<file path="src/rtl/axis_bram_adapter_v1_0_s00_axis.sv">
// AXIS slave to word-addressed BRAM write port through a small FIFO; 1-cycle min latency, TREADY low when FIFO full or draining.
// Optional: AXIS_BRAM_ADAPTER_S00_TSTRB_MASK_EN zeroes unstrobed bytes and flags partial non-last beats on STRB_ERR.
module axis_bram_adapter_v1_0_s00_axis #(
    parameter int C_S_AXIS_TDATA_WIDTH = 32,
    parameter int C_S_FIFO_DEPTH       = 4,
    parameter int C_S_ADDR_WIDTH       = 10,
    parameter int C_S_MAX_WORDS        = 1024
) (
    input  logic                              S_AXIS_ACLK,
    input  logic                              S_AXIS_ARESET,
    input  logic [C_S_AXIS_TDATA_WIDTH-1:0]   S_AXIS_TDATA,
    input  logic [C_S_AXIS_TDATA_WIDTH/8-1:0] S_AXIS_TSTRB,
    input  logic                              S_AXIS_TLAST,
    input  logic                              S_AXIS_TVALID,
    output logic                              S_AXIS_TREADY,
    output logic [C_S_AXIS_TDATA_WIDTH-1:0]   DOUT_DATA,
    output logic [C_S_ADDR_WIDTH-1:0]         DOUT_ADDR,
    output logic                              DOUT_VALID,
    output logic                              DOUT_TLAST,
    input  logic                              DOUT_ACCEP,
    output logic                              FRAME_DONE,
    output logic [C_S_ADDR_WIDTH:0]           FRAME_LEN,
    output logic                              OVERFLOW,
    output logic                              STRB_ERR
);
    localparam int W  = C_S_AXIS_TDATA_WIDTH;
    localparam int NB = W / 8;
    localparam int PW = $clog2(C_S_FIFO_DEPTH);
    localparam int AW = C_S_ADDR_WIDTH;
    localparam logic [PW:0]   FULL_CNT = (PW + 1)'(C_S_FIFO_DEPTH);
    localparam logic [AW-1:0] ADDR_MAX = AW'(C_S_MAX_WORDS - 1);

    typedef enum logic [1:0] {S_IDLE, S_RECV, S_DRAIN} state_t;

    state_t          r_state;
    logic [W:0]      r_mem [C_S_FIFO_DEPTH];
    logic [PW-1:0]   r_wptr;
    logic [PW-1:0]   r_rptr;
    logic [PW:0]     r_count;
    logic [AW-1:0]   r_addr;
    logic [AW:0]     r_wcnt;
    logic [AW:0]     r_frame_len;
    logic            r_frame_done;
    logic            r_overflow;

    logic            w_wr;
    logic            w_rd;
    logic            w_empty;
    logic [W-1:0]    w_wdata;
    logic [W:0]      w_head;
    logic [AW:0]     w_wcnt_inc;

    assign w_empty       = (r_count == '0);
    assign S_AXIS_TREADY = (r_state == S_RECV) && (r_count < FULL_CNT);
    assign w_wr          = S_AXIS_TVALID && S_AXIS_TREADY;
    assign DOUT_VALID    = !w_empty;
    assign w_rd          = DOUT_VALID && DOUT_ACCEP;
    assign w_head        = w_empty ? '0 : r_mem[r_rptr];
    assign DOUT_DATA     = w_head[W-1:0];
    assign DOUT_TLAST    = w_head[W];
    assign DOUT_ADDR     = r_addr;
    assign FRAME_DONE    = r_frame_done;
    assign FRAME_LEN     = r_frame_len;
    assign OVERFLOW      = r_overflow;
    assign w_wcnt_inc    = (r_wcnt == '1) ? r_wcnt : r_wcnt + 1'b1;

`ifdef AXIS_BRAM_ADAPTER_S00_TSTRB_MASK_EN
    logic r_strb_err;

    always_comb begin
        w_wdata = S_AXIS_TDATA;
        for (int b = 0; b < NB; b++) begin
            if (!S_AXIS_TSTRB[b]) begin
                w_wdata[b*8 +: 8] = 8'h00;
            end
        end
    end

    // Partial strobes are only legitimate on the closing beat of a frame.
    always_ff @(posedge S_AXIS_ACLK or posedge S_AXIS_ARESET) begin
        if (S_AXIS_ARESET) begin
            r_strb_err <= 1'b0;
        end else if (w_wr && !S_AXIS_TLAST && (S_AXIS_TSTRB != '1)) begin
            r_strb_err <= 1'b1;
        end
    end

    assign STRB_ERR = r_strb_err;
`else
    logic w_unused_strb;

    assign w_wdata       = S_AXIS_TDATA;
    assign w_unused_strb = ^S_AXIS_TSTRB;
    assign STRB_ERR      = 1'b0;
`endif

    // Storage is not reset; emptiness is tracked by r_count and gates the outputs.
    always_ff @(posedge S_AXIS_ACLK) begin
        if (w_wr) begin
            r_mem[r_wptr] <= {S_AXIS_TLAST, w_wdata};
        end
    end

    always_ff @(posedge S_AXIS_ACLK or posedge S_AXIS_ARESET) begin
        if (S_AXIS_ARESET) begin
            r_wptr  <= '0;
            r_rptr  <= '0;
            r_count <= '0;
        end else begin
            if (w_wr) begin
                r_wptr <= r_wptr + 1'b1;
            end
            if (w_rd) begin
                r_rptr <= r_rptr + 1'b1;
            end
            case ({w_wr, w_rd})
                2'b10:   r_count <= r_count + 1'b1;
                2'b01:   r_count <= r_count - 1'b1;
                default: r_count <= r_count;
            endcase
        end
    end

    always_ff @(posedge S_AXIS_ACLK or posedge S_AXIS_ARESET) begin
        if (S_AXIS_ARESET) begin
            r_state      <= S_IDLE;
            r_addr       <= '0;
            r_wcnt       <= '0;
            r_frame_len  <= '0;
            r_frame_done <= 1'b0;
            r_overflow   <= 1'b0;
        end else begin
            r_frame_done <= 1'b0;
            case (r_state)
                S_IDLE:  r_state <= S_RECV;
                S_RECV:  if (w_wr && S_AXIS_TLAST) r_state <= S_DRAIN;
                S_DRAIN: if (w_rd && DOUT_TLAST) r_state <= S_RECV;
                default: r_state <= S_IDLE;
            endcase
            if (w_rd) begin
                if (DOUT_TLAST) begin
                    r_addr       <= '0;
                    r_wcnt       <= '0;
                    r_frame_len  <= w_wcnt_inc;
                    r_frame_done <= 1'b1;
                end else begin
                    r_wcnt <= w_wcnt_inc;
                    if (r_addr == ADDR_MAX) begin
                        r_addr     <= '0;
                        r_overflow <= 1'b1;
                    end else begin
                        r_addr <= r_addr + 1'b1;
                    end
                end
            end
        end
    end
endmodule

</file>
<file path="config.mk">
export PLATFORM = sky130hd
export DESIGN_NAME = axis_bram_adapter_v1_0_s00_axis
export DESIGN_NICKNAME = d
export VERILOG_FILES = /design/src/rtl/axis_bram_adapter_v1_0_s00_axis.sv
export SDC_FILE = /design/constraint.sdc
export NUM_CORES = 1
export LEC_CHECK = 0
export BUFFER_PORTS_ARGS = -buffer_cell sky130_fd_sc_hd__buf_2
export CAP_MARGIN = 10
export CELL_PAD_IN_SITES_DETAIL_PLACEMENT = 2
export CELL_PAD_IN_SITES_GLOBAL_PLACEMENT = 2
export CORE_ASPECT_RATIO = 0.75
export CORE_UTILIZATION = 37
export DETAILED_ROUTE_END_ITERATION = 6
export PLACE_DENSITY = 0.73
export SYNTH_ARGS = -nofsm -noshare
export SYNTH_HDL_FRONTEND = slang
export SYNTH_SLANG_ARGS = --single-unit
</file>
<file path="constraint.sdc">
create_clock -name S_AXIS_ACLK -period 2.2 [get_ports S_AXIS_ACLK]
set_input_delay 0.11 -clock S_AXIS_ACLK [delete_from_list [all_inputs] [get_ports S_AXIS_ACLK]]
set_output_delay 0.11 -clock S_AXIS_ACLK [all_outputs]
set_load 0.01 [all_outputs]
</file>
==> reports/qor.txt, run 1 <==
===============================================================================================
Critical path class ..............................................................      reg2reg
Sequential power share ...........................................................        39.3%
Top-level port count .............................................................          100
Initial Util .....................................................................       38.52%
Pin count of the biggest net entering global routing .............................           35
Shortest clock period the worst path allows after layout .........................      2140 ps
CTS Root Buffer Type .............................................................    clkbuf_16
Count of maximum capacitance violations ..........................................            0
Residual overflow from global routing ............................................            0
Total nets after synthesis .......................................................          490
Largest driver fanout on the critical path .......................................           12
Vias in the first global route ...................................................         5049
Yosys warning total ..............................................................            0
Power per Cell Area ..............................................................  1237 mW/mm²
Worst slew margin ................................................................       45.47%
Core region area .................................................................  0.01883 mm²
Wire length of the first global-routing pass .....................................     29900 µm
VDD IR max .......................................................................  0.0006754 V
Clock input transition at the sequential cells of the worst setup and hold paths .        70 ps
Remaining DRCs ...................................................................            0
Nature of the critical path endpoint .............................................         flop
Async set-or-reset flop fraction in the synthesized netlist ......................       24.57%
Arrival time of data at the critical path endpoint ...............................      2450 ps
Share of synthesized area occupied by flip-flops and latches .....................       69.48%
Area of the die ..................................................................  0.02017 mm²
Number of enable flip-flop cells after synthesis .................................          132
Routed wire length ...............................................................     19590 µm
Number of distinct standard cells referenced by the synthesized netlist ..........           50
Pre-CTS setup slack ..............................................................     166.5 ps
Area after DPL ................................................................... 0.008115 mm²
Count of buffers inserted at the top-level ports .................................           94
Leading cell types in the layout, fill and taps excluded ......................... 132 x edfxtp_1, 94 x buf_2, 41 x dfrtp_1, 35 x nor2b_1, 34 x dlygate4sd3_1
Worst min-delay path category ....................................................       in2reg
Final non-filler cell total ......................................................          841
Final weighted congestion in routability-driven placement ........................       0.7474
F_max ............................................................................   0.4674 GHz
Register-to-register setup slack .................................................        60 ps
Clock latency on the worst-skew pair .............................................       450 ps
Least-Margin Pin Slew ............................................................     812.9 ps
Worst setup skew after layout ....................................................     15.25 ps
Pleak ............................................................................     3.443 nW
Worst-case clock buffer depth ....................................................            2
Placed cell count ................................................................          774
Final max-slew violation count ...................................................            0
Clock sink count .................................................................          175
Final-stage net count ............................................................          630
Detailed Routing Iterations Pass 1 ...............................................            4
Hold violation total from the final report .......................................            0
Floorplan die height .............................................................     123.3 µm
Antenna cells ....................................................................            0
Final setup viols ................................................................            0
Portion of total power attributed to the clock network ...........................        26.3%
Total negative slack for setup checks ............................................         0 ps
Syn-to-layout area delta .........................................................       24.96%
Overall routing resource usage ...................................................       20.89%
Top cells by area, synth ......................................................... edfxtp_1 55%, dfrtp_1 15%, mux4_2 10%
CTS tree .........................................................................          yes
Std cell rows ....................................................................           43
Synthesized cell area ............................................................ 0.007253 mm²
Cell type with the largest total area after synthesis ............................     edfxtp_1
# H-tree levels ..................................................................            4
Residual antenna-violating net count after detailed routing ......................            0
Outcome .......................................................................... finished clean
Overall Power ....................................................................     11.21 mW
Post-route cell area ............................................................. 0.009064 mm²
Top_reg_cell synth ...............................................................     edfxtp_1
Net Sw Frac ......................................................................       34.39%
Total number of vias .............................................................         4470
Vias per cell ....................................................................        5.315
Width of the die .................................................................     163.7 µm
Share of Yosys cell area claimed by the top area cell type .......................       54.65%
Most common library cell in the layout ignoring fill and taps ....................     edfxtp_1
Mean routed wirelength per cell ..................................................     23.29 µm
Share of final-layout standard cells stronger than drive strength 1 ..............       32.49%
Mean instance size in the synthesized netlist ....................................    16.45 µm²
Setup repair after global routing missed its margin ..............................           no
TritonCTS buffer count ...........................................................           17
Antenna violations before repair .................................................            0
Final worst path period share ....................................................       97.25%
Required @ worst endpoint ........................................................      2510 ps
Cells after Synth ................................................................          441
Internal power ...................................................................     7.356 mW
First DRT Iteration DRCs .........................................................          246
Half-perimeter wire length after placement .......................................     12140 µm
Final WS setup ...................................................................     60.41 ps
Register bit count reported by yosys .............................................          175
Critical path launch point type ..................................................         flop
Net switching power ..............................................................     3.856 mW
Part of the power in combinational logic .........................................        34.5%
===============================================================================================
==> synth_stat cells (5+ instances only) <==
master    count
dfrtp_1      43
xnor2_1       8
ha_1          7
nor2_1        9
nand2_1      22
nand3_1       9
a21oi_1       9
o21ai_0      19
buf_2         6
inv_1        10
and3_1       10
clkbuf_1     13
mux4_2       33
nor2b_1      35
xor2_1        5
a31oi_1       9
edfxtp_1    132
nand4_1       5
==> repair_timing <==
action                     4_1_cts  5_1_grt
hold buffers                    34        0
resized for setup                0        3
setup endpoints to repair        0        9
hold endpoints to repair       152        0
buffers inserted                 0        0
==> logic make-up (layout without fill, tap and decap cells) <==
family / count (synthesis) / after routing / synth area share, %
compound gates: 67 / 67 / 6.314
xor+xnor: 13 / 13 / 1.570
fa+ha+maj: 8 / 8 / 1.483
buf+inv: 36 / 189 / 2.398
flops: 175 / 175 / 69.48
mux: 36 / 36 / 10.66
other cells: 1 / 1 / 0.05170
simple gates: 105 / 105 / 8.039
==> layer usage <==
metal  track usage, %  vias to the layer above  part of all wire [%]
met5                0                        -                     0
met4            8.102                        0                   1.6
met3            5.367                       22                   4.2
met2            36.44                      104                    52
met1            24.92                     2358                    42
li1                 -                     1986                     -
==> sequential cells by signal (all words and copies together), names as in the netlist <==
signal / flops
r_mem: 132
FRAME_LEN: 11
r_wcnt: 11
DOUT_ADDR: 10
r_count: 3
r_rptr: 2
r_state: 2
r_wptr: 2
FRAME_DONE: 1
OVERFLOW: 1
==> worst paths after layout <==
| kind | endpoint | startpoint | cells after the start |
|---|---|---|---|
| min in group asynchronous | FRAME_LEN[0] | S_AXIS_ARESET | 3 |
| worst min-delay path | r_state[0] | S_AXIS_TVALID | 3 |
| worst min register to register | FRAME_LEN[8] | FRAME_LEN[8] | 2 |
| worst max-delay path | r_wcnt[0] | r_rptr[0] | 4 |
| max in group asynchronous | DOUT_ADDR[7] | S_AXIS_ARESET | 4 |
| worst max register to register | r_wcnt[0] | r_rptr[0] | 4 |
==> stage by stage <==
step | hold WS, ps | util [%]
CTS | 116.5 | 47.91
finish | 139.7 | 48.13
floorplan | 208.9 | -
global route | 149.2 | 48.13
detailed placement | 201.3 | 43.10
global placement | 200.8 | 43.10
==> critical path: stages, from the launching register on <==
cell and delay [ps]:
dfrtp_2 460, mux4_2 710, o41ai_2 520, nand2_1 130
o21ai_0 170
==> layout make-up <==
| class | instances | area, µm² |
|---|---|---|
| Timing Repair Buffer | 146 | 1050 |
| Clock buffer | 17 | 425.4 |
| Sequential cell | 175 | 5042 |
| Fill cell | 1791 | 9767 |
| Inverter | 11 | 41.29 |
| Clock inverter | 15 | 141.4 |
| Tap cell | 247 | 309.0 |
| Multi-Input combinational cell | 230 | 2054 |
==> power groups by stage <==
stage          clock network [mW]  logic [mW]  registers [mW]
2_1_floorplan                   0        2.34            4.37
3_3_place_gp                    0        3.58            4.37
3_5_place_dp                    0        3.76            4.45
4_1_cts                      3.02        3.87            4.39
5_1_grt                      3.12        4.20            4.45
6_report                     2.94        3.86            4.40
Note: power is estimated with default switching activity, not from simulation.
==> run 2, diff against run 1 <==
--- a/config.mk
+++ b/config.mk
@@ -5,14 +5,15 @@
 export SDC_FILE = /design/constraint.sdc
 export NUM_CORES = 1
 export LEC_CHECK = 0
+export ABC_AREA = 1
 export BUFFER_PORTS_ARGS = -buffer_cell sky130_fd_sc_hd__buf_2
 export CAP_MARGIN = 10
 export CELL_PAD_IN_SITES_DETAIL_PLACEMENT = 2
 export CELL_PAD_IN_SITES_GLOBAL_PLACEMENT = 2
 export CORE_ASPECT_RATIO = 0.75
-export CORE_UTILIZATION = 37
+export CORE_UTILIZATION = 34
 export DETAILED_ROUTE_END_ITERATION = 6
-export PLACE_DENSITY = 0.73
+export PLACE_DENSITY = 0.74
 export SYNTH_ARGS = -nofsm -noshare
 export SYNTH_HDL_FRONTEND = slang
 export SYNTH_SLANG_ARGS = --single-unit
==> run 2 against run 1 <==
Net effect: flip-flop and latch count did not move; global-route usage decreased by 0.14 points; non-clock buffer count up 5; first-iteration DRC count down 3.3%; critical path type is now reg2out; critical endpoint is now DOUT_DATA[6].
==> reports/qor.txt, run 2 <==
===============================================================================================
Outcome .......................................................................... finished clean
Most frequent cell after synthesis ...............................................       nor2_1
Pin count of the biggest net entering global routing .............................           45   +29%
Hold violation total from the final report .......................................            0   unchanged
Floorplan die height .............................................................     129.1 µm   +4.7%
Wire length of the first global-routing pass .....................................     34200 µm   +14%
Series of cell instances along the critical path ................................. inv_2 -> buf_8 -> o21ai_0 -> a21oi_1 -> buf_2
Number of distinct standard cells referenced by the synthesized netlist ..........           32   -36%
Initial Util .....................................................................       34.66%   -3.9 points
Maximum single-stage delay on the critical path ..................................       550 ps   -160 ps
First DRT Iteration DRCs .........................................................          238   -3.3%
Cell with the largest stage delay on the worst path ..............................      dfrtp_4
Residual overflow from global routing ............................................            0   unchanged
Count of maximum capacitance violations ..........................................            0   unchanged
Number of buffer and inverter stages on the critical path ........................            3   +3
Final max-slew violation count ...................................................            0   unchanged
Worst slew margin ................................................................       60.28%   +15 points
# H-tree levels ..................................................................            4   unchanged
Setup repair after global routing missed its margin ..............................           no
Share of Yosys cell area claimed by the top area cell type .......................       54.14%   -0.51 points
Top cell types by occurrence after synthesis ..................................... 150 x nor2_1, 132 x edfxtp_1, 102 x nand2_1
Total number of vias .............................................................         5422   +21%
Largest delay share family, worst path ...........................................   flip-flops
Cells after Synth ................................................................          674   +53%
Core region area .................................................................  0.02112 mm²   +12%
Power per Cell Area ..............................................................  1277 mW/mm²   +3.2%
Required @ worst endpoint ........................................................      2090 ps   -420 ps
Worst setup skew after layout ....................................................     10.58 ps   -4.668 ps
Share of synthesized area occupied by flip-flops and latches .....................       68.83%   -0.65 points
VDD IR max .......................................................................  0.0005900 V   -13%
CTS tree .........................................................................          yes
Top_reg_cell synth ...............................................................     edfxtp_1
F_max ............................................................................   0.4935 GHz   +5.6%
Least-Margin Pin Slew ............................................................     595.8 ps   -217.1 ps
Top-level port count .............................................................          100   unchanged
Count of buffers inserted at the top-level ports .................................           94   unchanged
Cell type with the largest total area after synthesis ............................     edfxtp_1
Arrival time of data at the critical path endpoint ...............................      1920 ps   -530 ps
Std cell rows ....................................................................           46   +7.0%
Flip-flop count of the largest register, all copies and words added ..............          132   unchanged
Critical path launch point type ..................................................         flop
Detailed Routing Iterations Pass 1 ...............................................            6   +2
Worst min-delay path category ....................................................       in2reg
Post-route cell area ............................................................. 0.009219 mm²   +1.7%
Mean instance size in the synthesized netlist ....................................    10.86 µm²   -34%
Clock latency on the worst-skew pair .............................................       430 ps   -20 ps
Overall Power ....................................................................     11.77 mW   +5.0%
Share of final-layout standard cells stronger than drive strength 1 ..............       20.22%   -12 points
Mean routed wirelength per cell ..................................................     19.13 µm   -18%
Syn-to-layout area delta .........................................................       25.91%
Register bit count reported by yosys .............................................          175   unchanged
Clock input transition at the sequential cells of the worst setup and hold paths .        70 ps   about the same
Vias per cell ....................................................................        4.863   -8.5%
Final setup viols ................................................................            0   unchanged
Number of enable flip-flop cells after synthesis .................................          132   unchanged
CTS Root Buffer Type .............................................................    clkbuf_16
Leading cell types in the layout, fill and taps excluded ......................... 146 x nor2_1, 132 x edfxtp_1, 102 x nand2_1, 94 x buf_2, 77 x o21ai_0
Critical path class ..............................................................      reg2out
Overall routing resource usage ...................................................       20.75%   -0.14 points
Register name with the most flops ................................................        r_mem
Half-perimeter wire length after placement .......................................     13890 µm   +14%
Top cells by area, synth ......................................................... edfxtp_1 54%, dfrtp_1 15%, nor2_1 7.7%
Area after DPL ................................................................... 0.008200 mm²   +1.0%
Clock sink count .................................................................          175   unchanged
Final non-filler cell total ......................................................         1115   +33%
Nature of the critical path endpoint .............................................  output port
Final-stage net count ............................................................          863   +37%
Synthesized cell area ............................................................ 0.007322 mm²   +0.95%
Most common library cell in the layout ignoring fill and taps ....................       nor2_1
Vias in the first global route ...................................................         6137   +22%
Largest driver fanout on the critical path .......................................           44   +32
Async set-or-reset flop fraction in the synthesized netlist ......................       24.57%   unchanged
Area of the die ..................................................................  0.02213 mm²   +9.7%
Total nets after synthesis .......................................................          723   +48%
Final weighted congestion in routability-driven placement ........................       0.7872   +5.3%
Final worst path period share ....................................................       92.10%   -5.2 points
Placed cell count ................................................................         1046   +35%
Width of the die .................................................................     171.5 µm   +4.8%
Worst Hold Margin ................................................................     216.1 ps   +76.46 ps
Residual antenna-violating net count after detailed routing ......................            0   unchanged
TritonCTS buffer count ...........................................................           17   unchanged
Area occupied by multi-input gates ............................................... 0.002004 mm²   -2.4%
Worst-case clock buffer depth ....................................................            2   unchanged
Remaining DRCs ...................................................................            0   unchanged
Shortest clock period the worst path allows after layout .........................      2026 ps   -113.4 ps
Footprint of the flip-flops and latches .......................................... 0.005044 mm²   about the same
Routed wire length ...............................................................     21330 µm   +8.9%
Antenna violations before repair .................................................            1   +1
Number of fill cells .............................................................         2242   +25%
Pleak ............................................................................     3.717 nW   +8.0%
Yosys warning total ..............................................................            0   unchanged
===============================================================================================
run 2: cell count changes after synthesis, sizes merged, moves of 9 or more:
cell,change
a21oi,+27
a31oi,-9
and3,-10
inv,+30
mux4,-33
nand2,+82
nand3,+10
nor2,+142
nor2b,-35
o21ai,+64
run 2: final cells by class:
type	instances	share of cell area [%]
multi-input cells	427	21.74
flip-flops and latches	175	54.71
diodes	1	0.02714
clock inverters	14	2.239
inverters	42	1.792
repair buffers	151	10.97
well taps	288	3.909
clock buffers	17	4.615
run 2: cell families after synthesis:
kind of cell,count (synthesis),share of synthesized area [%]
fa+ha+maj,8,1.470
xor+xnor,8,0.9570
other cells,1,0.05122
compound gates,126,8.698
simple gates,284,15.79
buf+inv,72,4.204
flops,175,68.83
run 2: report_power, final:
group,switching [mW],leakage (nW),internal [mW],total [mW]
Clock,1.35,0.304,1.92,3.27
Combinational,2.81,1.65,1.43,4.24
Sequential,0.235,1.76,4.03,4.26
Total,4.39,3.72,7.38,11.8
run 2: timing repair:
| action | CTS | global route |
|---|---|---|
| endpoints found under the hold margin | 175 | 0 |
| hold buffers | 34 | 0 |
| pin swaps | 0 | 0 |
| setup buffers | 1 | 2 |
| setup endpoints to repair | 19 | 6 |
| resized for setup | 4 | 2 |
run 2: final timing paths:
kind | startpoint | end | slack, ps | cells past startpoint
min in group asynchronous | S_AXIS_ARESET | FRAME_LEN[1] | 390 | 4
min | DOUT_ACCEP | r_wcnt[8] | 220 | 5
max in group asynchronous | S_AXIS_ARESET | r_rptr[0] | 1350 | 4
max reg2reg | r_count[0] | r_count[2] | 270 | 10
max | r_rptr[0] | DOUT_DATA[6] | 170 | 5
min reg2reg | FRAME_LEN[3] | FRAME_LEN[3] | 480 | 2
run 2: tightest hold or removal path: stages:
cell and delay (ps):
buf_2 80, nand2_1 70, inv_2 70, buf_4 180, o22ai_1 90
run 2: routing by layer:
layer  global-route usage, %  share of wire [%]  vias up
met1                   25.19                 44     2769
met3                   4.093                3.1       18
met4                   5.725                1.2        0
met2                   37.51                 52       78
met5                       0                  0        -
li1                        -                  -     2557
run 2: through the flow:
step                util, %  worst slack (ps)  TNS [ps]
floorplan                 -            -423.5    -55900
CTS                   43.53             2.651         0
global placement      38.82             418.8         0
finish                43.64             173.8         0
global route          43.63             50.48         0
detailed placement    38.82             304.9         0
